`src/rtl/multicycle_pkg.sv`:
```
// multicycle_pkg
//   Shared encodings for the multi-cycle RV32I controller: the main FSM
//   state enum, ALUOp / mux-select / immediate / ALU operation codes and
//   the opcodes the controller recognises.
package multicycle_pkg;

   typedef enum logic [3:0] {
      S_FETCH    = 4'd0,
      S_DECODE   = 4'd1,
      S_MEMADR   = 4'd2,
      S_MEMREAD  = 4'd3,
      S_MEMWB    = 4'd4,
      S_MEMWRITE = 4'd5,
      S_EXECUTER = 4'd6,
      S_EXECUTEI = 4'd7,
      S_ALUWB    = 4'd8,
      S_BEQ      = 4'd9,
      S_JAL      = 4'd10
   } state_t;

   // ALUOp
   localparam logic [1:0] ALUOP_ADD   = 2'b00;
   localparam logic [1:0] ALUOP_SUB   = 2'b01;
   localparam logic [1:0] ALUOP_FUNCT = 2'b10;

   // ResultSrc
   localparam logic [1:0] RES_ALUOUT    = 2'b00;
   localparam logic [1:0] RES_DATA      = 2'b01;
   localparam logic [1:0] RES_ALURESULT = 2'b10;

   // ALUSrcA
   localparam logic [1:0] SRCA_PC    = 2'b00;
   localparam logic [1:0] SRCA_OLDPC = 2'b01;
   localparam logic [1:0] SRCA_RS1   = 2'b10;

   // ALUSrcB
   localparam logic [1:0] SRCB_RS2  = 2'b00;
   localparam logic [1:0] SRCB_IMM  = 2'b01;
   localparam logic [1:0] SRCB_FOUR = 2'b10;

   // ImmSrc
   localparam logic [1:0] IMM_I = 2'b00;
   localparam logic [1:0] IMM_S = 2'b01;
   localparam logic [1:0] IMM_B = 2'b10;
   localparam logic [1:0] IMM_J = 2'b11;

   // ALUControl
   localparam logic [2:0] ALU_ADD = 3'b000;
   localparam logic [2:0] ALU_SUB = 3'b001;
   localparam logic [2:0] ALU_AND = 3'b010;
   localparam logic [2:0] ALU_OR  = 3'b011;
   localparam logic [2:0] ALU_SLT = 3'b101;

   // Opcodes
   localparam logic [6:0] OP_LW   = 7'b0000011;
   localparam logic [6:0] OP_SW   = 7'b0100011;
   localparam logic [6:0] OP_R    = 7'b0110011;
   localparam logic [6:0] OP_I    = 7'b0010011;
   localparam logic [6:0] OP_BEQ  = 7'b1100011;
   localparam logic [6:0] OP_JAL  = 7'b1101111;

endpackage

```
`src/rtl/multicycle_alu_decoder.sv`:
```
// multicycle_alu_decoder
//   Combinational ALU operation decode.
//   alu_op      in  2  class of operation requested by the FSM
//   op5         in  1  opcode bit 5 (1 = R-type, separates sub from addi)
//   funct3      in  3  instruction funct3
//   funct7b5    in  1  instruction bit 30
//   alu_control out 3  ALU operation
module multicycle_alu_decoder
   import multicycle_pkg::*;
(
   input  logic [1:0] alu_op,
   input  logic       op5,
   input  logic [2:0] funct3,
   input  logic       funct7b5,
   output logic [2:0] alu_control
);

   always_comb begin
      alu_control = ALU_ADD;
      case (alu_op)
         ALUOP_SUB:   alu_control = ALU_SUB;
         ALUOP_FUNCT: begin
            case (funct3)
               // bit 30 is only a sub flag for R-type; for addi it is immediate
               3'b000:  alu_control = (op5 & funct7b5) ? ALU_SUB : ALU_ADD;
               3'b010:  alu_control = ALU_SLT;
               3'b110:  alu_control = ALU_OR;
               3'b111:  alu_control = ALU_AND;
               default: alu_control = ALU_ADD;
            endcase
         end
         default:     alu_control = ALU_ADD;
      endcase
   end

endmodule

```
`src/rtl/multicycle_control.sv`:
```
// multicycle_control
//   Main sequencing FSM for the multi-cycle RV32I core. Steps each
//   instruction through fetch/decode/execute/memory/writeback and drives
//   all datapath enables and selects combinationally from the state and
//   the instruction register fields.
//   clk, reset        clock, synchronous active-high reset
//   op/funct3/funct7b5 instruction register fields
//   Zero              ALU zero flag (used only in BEQ)
//   PCWrite..ALUControl datapath controls
//   illegal_op        pulse in DECODE for unsupported opcodes
//   instr_done        high in the last cycle of each instruction
//   state             current FSM state
module multicycle_control
   import multicycle_pkg::*;
(
   input  logic       clk,
   input  logic       reset,
   input  logic [6:0] op,
   input  logic [2:0] funct3,
   input  logic       funct7b5,
   input  logic       Zero,
   output logic       PCWrite,
   output logic       AdrSrc,
   output logic       MemWrite,
   output logic       IRWrite,
   output logic       RegWrite,
   output logic [1:0] ResultSrc,
   output logic [1:0] ALUSrcA,
   output logic [1:0] ALUSrcB,
   output logic [1:0] ImmSrc,
   output logic [2:0] ALUControl,
   output logic       illegal_op,
   output logic       instr_done,
   output logic [3:0] state
);

   state_t     state_q, state_d;
   state_t     out_state;
   logic       op_legal;
   logic       pc_update;
   logic       branch;
   logic [1:0] alu_op;

   assign state = state_q;

   // state register
   always_ff @(posedge clk) begin
      if (reset) state_q <= S_FETCH;
      else       state_q <= state_d;
   end

   assign op_legal = (op == OP_LW) || (op == OP_SW) || (op == OP_R) ||
                     (op == OP_I)  || (op == OP_BEQ) || (op == OP_JAL);

   // next state
   always_comb begin
      state_d = S_FETCH;
      case (state_q)
         S_FETCH:  state_d = S_DECODE;
         S_DECODE: begin
            case (op)
               OP_LW, OP_SW: state_d = S_MEMADR;
               OP_R:         state_d = S_EXECUTER;
               OP_I:         state_d = S_EXECUTEI;
               OP_BEQ:       state_d = S_BEQ;
               OP_JAL:       state_d = S_JAL;
               default:      state_d = S_FETCH;
            endcase
         end
         S_MEMADR:   state_d = (op == OP_SW) ? S_MEMWRITE : S_MEMREAD;
         S_MEMREAD:  state_d = S_MEMWB;
         S_EXECUTER: state_d = S_ALUWB;
         S_EXECUTEI: state_d = S_ALUWB;
         S_JAL:      state_d = S_ALUWB;
         default:    state_d = S_FETCH;
      endcase
   end

   // Outputs. During reset the selects present their FETCH values, so the
   // decode runs on FETCH and the enables are masked afterwards.
   assign out_state = reset ? S_FETCH : state_q;

   always_comb begin
      AdrSrc     = 1'b0;
      MemWrite   = 1'b0;
      IRWrite    = 1'b0;
      RegWrite   = 1'b0;
      ResultSrc  = RES_ALUOUT;
      ALUSrcA    = SRCA_PC;
      ALUSrcB    = SRCB_RS2;
      alu_op     = ALUOP_ADD;
      pc_update  = 1'b0;
      branch     = 1'b0;
      illegal_op = 1'b0;
      instr_done = 1'b0;
      case (out_state)
         S_FETCH: begin
            IRWrite   = 1'b1;
            ALUSrcB   = SRCB_FOUR;
            ResultSrc = RES_ALURESULT;
            pc_update = 1'b1;
         end
         S_DECODE: begin
            // OldPC + imm: branch target parked in ALUOut for BEQ
            ALUSrcA    = SRCA_OLDPC;
            ALUSrcB    = SRCB_IMM;
            illegal_op = ~op_legal;
            instr_done = ~op_legal;
         end
         S_MEMADR: begin
            ALUSrcA = SRCA_RS1;
            ALUSrcB = SRCB_IMM;
         end
         S_MEMREAD: AdrSrc = 1'b1;
         S_MEMWB: begin
            ResultSrc  = RES_DATA;
            RegWrite   = 1'b1;
            instr_done = 1'b1;
         end
         S_MEMWRITE: begin
            AdrSrc     = 1'b1;
            MemWrite   = 1'b1;
            instr_done = 1'b1;
         end
         S_EXECUTER: begin
            ALUSrcA = SRCA_RS1;
            alu_op  = ALUOP_FUNCT;
         end
         S_EXECUTEI: begin
            ALUSrcA = SRCA_RS1;
            ALUSrcB = SRCB_IMM;
            alu_op  = ALUOP_FUNCT;
         end
         S_ALUWB: begin
            RegWrite   = 1'b1;
            instr_done = 1'b1;
         end
         S_BEQ: begin
            ALUSrcA    = SRCA_RS1;
            alu_op     = ALUOP_SUB;
            branch     = 1'b1;
            instr_done = 1'b1;
         end
         S_JAL: begin
            // PC <= ALUOut (target from DECODE); ALU forms OldPC+4 for rd
            ALUSrcA   = SRCA_OLDPC;
            ALUSrcB   = SRCB_FOUR;
            pc_update = 1'b1;
         end
         default: ;
      endcase
      if (reset) begin
         IRWrite    = 1'b0;
         RegWrite   = 1'b0;
         MemWrite   = 1'b0;
         pc_update  = 1'b0;
         branch     = 1'b0;
         illegal_op = 1'b0;
         instr_done = 1'b0;
      end
   end

   assign PCWrite = pc_update | (branch & Zero);

   always_comb begin
      case (op)
         OP_SW:   ImmSrc = IMM_S;
         OP_BEQ:  ImmSrc = IMM_B;
         OP_JAL:  ImmSrc = IMM_J;
         default: ImmSrc = IMM_I;
      endcase
   end

   multicycle_alu_decoder u_alu_dec (
      .alu_op      (alu_op),
      .op5         (op[5]),
      .funct3      (funct3),
      .funct7b5    (funct7b5),
      .alu_control (ALUControl)
   );

endmodule

```
`config.mk`:
```
export PLATFORM = sky130hd
export DESIGN_NAME = multicycle_control
export DESIGN_NICKNAME = d
export VERILOG_FILES = /design/src/rtl/multicycle_pkg.sv /design/src/rtl/multicycle_alu_decoder.sv /design/src/rtl/multicycle_control.sv
export SDC_FILE = /design/constraint.sdc
export NUM_CORES = 1
export LEC_CHECK = 0
export CELL_PAD_IN_SITES_DETAIL_PLACEMENT = 1
export CELL_PAD_IN_SITES_GLOBAL_PLACEMENT = 2
export CORE_MARGIN = 8
export CORE_UTILIZATION = 19
export CTS_CLUSTER_DIAMETER = 150
export DETAILED_ROUTE_END_ITERATION = 10
export GPL_ROUTABILITY_DRIVEN = 0
export PLACE_DENSITY_LB_ADDON = 0.1
export SLEW_MARGIN = 40
export SYNTH_ARGS = -nofsm -noshare
export SYNTH_HDL_FRONTEND = slang
export SYNTH_SLANG_ARGS = --single-unit
```
`constraint.sdc`:
```
create_clock -name clk -period 6.1 [get_ports clk]
set_input_delay 1.83 -clock clk [delete_from_list [all_inputs] [get_ports clk]]
set_output_delay 1.83 -clock clk [all_outputs]
set_load 0.05 [all_outputs]
```
# After elaboration in Yosys (flattened, before gate mapping)

Index checks and enable logic that the tools add are counted.

Flip-flop bits (word level): 4
Input port bits: 14
Output and inout port bits: 22
Word-level logic and storage cells: 77

Equal/unequal tests: 27
Muxes and demuxes: 27
Bitwise gates (word level): 4
Reduce and logical (&&, ||, !) cells: 18

Operators with widths:

| kind               | number |
|---|---|
| $pmux 4 s5         | 2 |
| $eq 4x3->1 const B | 6 |
| $eq 4x2->1 const B | 4 |
| $eq 4x4->1 const B | 4 |
| $pmux 2 s2         | 4 |
| $mux 1             | 15 |
| $eq 7x6->1 const B | 2 |
| $eq 7x7->1 const B | 2 |
| $pmux 3 s4         | 1 |
| $reduce_or 2->1    | 6 |
| $eq 4x1->1 const B | 2 |
| $logic_not 4->1    | 2 |
| $reduce_or 4->1    | 2 |
| $eq 7x2->1 const B | 1 |
| $eq 7x5->1 const B | 1 |
| $eq 3x3->1 const B | 2 |
| $pmux 2 s3         | 1 |
| $pmux 3 s2         | 1 |
| $reduce_or 3->1    | 2 |
| $logic_or 1x1->1   | 5 |
| $mux 4             | 1 |
| $eq 3x2->1 const B | 1 |
| $logic_not 3->1    | 1 |
| $mux 3             | 1 |
| other kinds (6)    | 7 |

# Longest topological paths before layout

Depth after elaboration: 9
Depth in mapped cells: 8
Mapped depth without buffers: 7

# Hierarchy

Synthesis repeated with hierarchy kept, for this count alone.

Cell total of the unflattened synthesis: 91
Area total of the unflattened synthesis: 679.4 um^2

By module, submodules not included:

| module                 | times used | cells an instance | area an instance (um^2) | seq. area each (um^2) |
|---|---|---|---|---|
| multicycle_control     | 1          | 80                | 583.1                   | 80.1 |
| multicycle_alu_decoder | 1          | 11                | 96.3                    | 0.0 |

# Worst setup path before layout

OpenSTA, ideal clock, no wires.

Path kind: input to output
From: input port reset
To: output port ALUControl[1]
Arrival: 3552 ps
Required time: 4270 ps
Path slack: 718 ps
Cell stages on the path: 4
Buffers on the path: 0
Cell sequence: nor2_1 -> nand3_1 -> ha_1 -> nor3b_1

Word-level cells in the longest chain between the ends: 6
Elaborated cells on any way between the ends: 9
Those cells by class: eq/ne: 5; mux: 3; reduce/logical: 1

RTL lines:

| element                                  | RTL line                     | RTL |
|---|---|---|
| start: declaration                       | multicycle_control.sv:17     | `input logic reset,` |
| $mux 4 *                                 | multicycle_control.sv:81     | `assign out_state = reset ? S_FETCH : state_q;` |
| $eq 4x3->1                               | multicycle_control.sv:96     | `case (out_state)` |
| $reduce_or 2->1 (no source line)         | --                           |  |
| $pmux 2 s2 *                             | multicycle_control.sv:96     |  |
| $eq 2x2->1 or $eq 2x1->1 (tied branches) | multicycle_alu_decoder.sv:20 | `case (alu_op)` |
| $pmux 3 s2 *                             | multicycle_alu_decoder.sv:20 |  |
| end: declaration                         | multicycle_control.sv:31     | `output logic [2:0] ALUControl,` |

Mark *: on every way between the ends. The rest lies on a longest branch, timed or not.

# Worst setup path after layout

From: input port reset
To: output port illegal_op

Word-level cells in the longest chain between the ends: 4

RTL lines:

| element          | RTL line                  | RTL |
|---|---|---|
| $mux 4           | multicycle_control.sv:81  |  |
| $eq 4x1->1       | multicycle_control.sv:96  |  |
| $mux 1           | multicycle_control.sv:96  |  |
| $mux 1 *         | multicycle_control.sv:152 | `if (reset) begin` |
| end: declaration | multicycle_control.sv:32  | `output logic illegal_op,` |

Marked as above.

==> flow_summary.json <==
{
  "worstPathMaxFanout": 7,
  "netSwitchingFraction_pct": 37.5,
  "yosysUniqueCellTypes": 35,
  "p_switching_mw": 0.0418,
  "syn-cell-area_um2": 619,
  "clock_path_buffers": 2,
  "synth_top_family_by_area": "simple AND/OR/NAND/NOR gates",
  "clock_skew_ns": 0.000512,
  "synth_area_leader_cell": "dfxtp_1",
  "dieWidth_um": 73.1,
  "drt_iter0_drc": 37,
  "cts_buffers": 3,
  "postLayoutCoreUtil_pct": 32.8,
  "end_kind": "output pin",
  "grt_pass1_vias": 831,
  "synth_seq_cells": 4,
  "clock_sinks": 4,
  "layout-drive-gt1-share_pct": 7.26,
  "min_period_over_period_pct": 92.7,
  "cp-start-kind": "primary input",
  "slew_headroom_pct": 57.5,
  "cts-resized-gates": 0,
  "globalRouteOverflowTotal": 0,
  "synth-xor-area-share_pct": 7.07,
  "clk_latency_ns": 0.23,
  "cts-root-buf": "clkbuf_4",
  "final_common_cell": "clkdlybuf4s50_1",
  "final_cell_mix": "31 x clkdlybuf4s50_1, 7 x inv_1, 7 x nand2_1, 7 x nor3_1, 6 x nor2_1",
  "arrival_ns": 3.83,
  "viasPerCell": 4.55,
  "grt_pass1_wl_um": 3890,
  "synthSimpleGateAreaFrac_pct": 45.7,
  "final_area_um2": 1010,
  "syn_avg_cell_area_um2": 6.73,
  "worst_slew_pin_slew_ns": 0.637,
  "initial_core_util_pct": 20.1,
  "syn_inst": 92,
  "hold_viol_final": 0,
  "synth.area.top_cells": "dfxtp_1 13%, nor3_1 5.7%, inv_1 4.2%, nand2_1 4.2%, xor2_1 4.2%",
  "finalSetupViolCount": 0,
  "grt_max_degree": 19,
  "power_density_nw_per_um2": 110,
  "final_cells": 168,
  "worstPathRequired_ns": 4.27,
  "antennaDiodeCount": 0,
  "port_buffers": 35,
  "die_area_um2": 5340,
  "drt_pre_antenna_iters": 4,
  "slew_viol_final": 0,
  "nFillCells": 394,
  "syn_to_final_growth_pct": 63.0,
  "post-synth-top-area-fraction_pct": 12.9,
  "drc_errors": 0,
  "yosysSeqAreaShare_pct": 12.9,
  "rows": 20,
  "dr_total_vias": 765,
  "grt_use_total_pct": 9.19,
  "htree_levels": 1,
  "synth_nets": 108,
  "maxCapViolCount": 0,
  "detailed_place.area_um2": 987,
  "seq_power_share_pct": 26.8,
  "outcome": "complete, no violations",
  "largest_register_ffs": 4,
  "p_leak_nw": 0.387,
  "p_int_mw": 0.0697,
  "cts_tree": "built",
  "rsz0062_at_grt": "no",
  "coreArea_um2": 3080,
  "wl_per_cell_um": 13.8,
  "nNetsFinal": 142,
  "postRouteAntennaNets": 0,
  "io_pins": 36,
  "critPathKind": "primary input to output pin",
  "ir_drop_uv": 40.1,
  "post_cts_buffers": 0,
  "tns_ns": 0,
  "min_period_ns": 5.66,
  "clk_pin_slew_ns": 0.04,
  "clock.fmax_mhz": 177,
  "cts_hold_buf": 0,
  "synth-adder-area-share_pct": 4.04,
  "synthMuxAreaShare_pct": 3.23,
  "p_comb_share_pct": 44.1,
  "synth_compound_area_share_pct": 18.4,
  "antenna_found_initial": 0,
  "hp-class": "flop to flop",
  "dp.cells": 165,
  "synth_warnings": 0,
  "power.share.clock_pct": 29.1,
  "finalWirelength_um": 2320,
  "post-dp-hpwl_um": 1810,
  "die_h_um": 73.1
}
-- cells in the mapped netlist --
| cell type | instances |
|---|---|
| xnor2_1 | 2 |
| and4b_1 | 1 |
| or2_2 | 1 |
| a21oi_1 | 5 |
| buf_2 | 4 |
| clkbuf_1 | 2 |
| or3_1 | 1 |
| and3_1 | 3 |
| nor3_1 | 7 |
| o32ai_1 | 2 |
| dfxtp_1 | 4 |
| and3b_1 | 2 |
| nand2_1 | 7 |
| a21boi_0 | 1 |
| nor2b_1 | 1 |
| mux2i_1 | 2 |
| o2111ai_1 | 1 |
| nor2_1 | 6 |
| inv_1 | 7 |
| nand2b_1 | 2 |
| nand4b_1 | 1 |
| a2111o_1 | 1 |
| nand4_1 | 1 |
| and2_1 | 4 |
| o31a_1 | 1 |
| nand3b_1 | 3 |
| xor2_1 | 3 |
| and2b_1 | 1 |
| o41ai_1 | 1 |
| nand3_1 | 5 |
| ha_1 | 2 |
| nor3b_1 | 2 |
| o21ai_0 | 4 |
| a31oi_1 | 1 |
| or3_4 | 1 |
-- power by group through the flow --
stage	sequential, mW	clock [mW]	combinational [mW]
after global routing	0.0305	0.0351	0.0527
final	0.0299	0.0325	0.0492
after detailed placement	0.0306	0	0.0496
after CTS	0.0301	0.0344	0.0497
after floorplan	0.0298	0	0.0278
after global placement	0.0304	0	0.0491
-- area by class of cell --
type / instances / area [um2] / share of cell area (%)
Multi-Input combinational cell: 75 / 485 / 48.1
Clock buffer: 3 / 22.5 / 2.23
Sequential cell: 4 / 80.1 / 7.93
Tap cell: 44 / 55.1 / 5.45
Timing Repair Buffer: 35 / 340 / 33.7
Inverter: 7 / 26.3 / 2.60
-- layer usage --
| layer | routed length (um) | GRT usage [%] | up-vias |
|---|---|---|---|
| li1 | - | - | 391 |
| met2 | 1020 | 13.6 | 24 |
| met1 | 1100 | 11.2 | 348 |
| met5 | 0 | 0 | - |
| met3 | 184 | 3.43 | 2 |
| met4 | 14 | 4.67 | 0 |
-- kinds of logic after synthesis --
family,Yosys count
buf+inv,13
compound gates,17
mux,2
simple gates,49
xor+xnor,5
flops,4
fa+ha+maj,2
-- stage by stage --
stage	setup slack, ns	total power [mW]	hold WS [ns]
after floorplan	0.718	0.0576	0.933
after global placement	0.475	0.0795	0.727
after detailed placement	0.456	0.0802	0.759
after CTS	0.429	0.114	0.760
after global routing	0.372	0.118	0.846
final	0.444	0.112	0.734
-- worst max-delay path: stages --
cell and delay (ns):
clkdlybuf4s50_1 0.54, nor3_1 0.26, nand2_1 0.13, nor3_1 0.22, clkdlybuf4s50_1 0.84
-- final timing paths --
path	from	endpoint	slack [ns]	cells after the start
worst min register to register	state[0]	state[0]	0.73	1
worst max-delay path	reset	illegal_op	0.44	5
worst max register to register	state[3]	state[1]	4.60	3
worst min-delay path	state[0]	state[0]	0.73	1
Note: power is estimated with default switching activity, not from simulation.
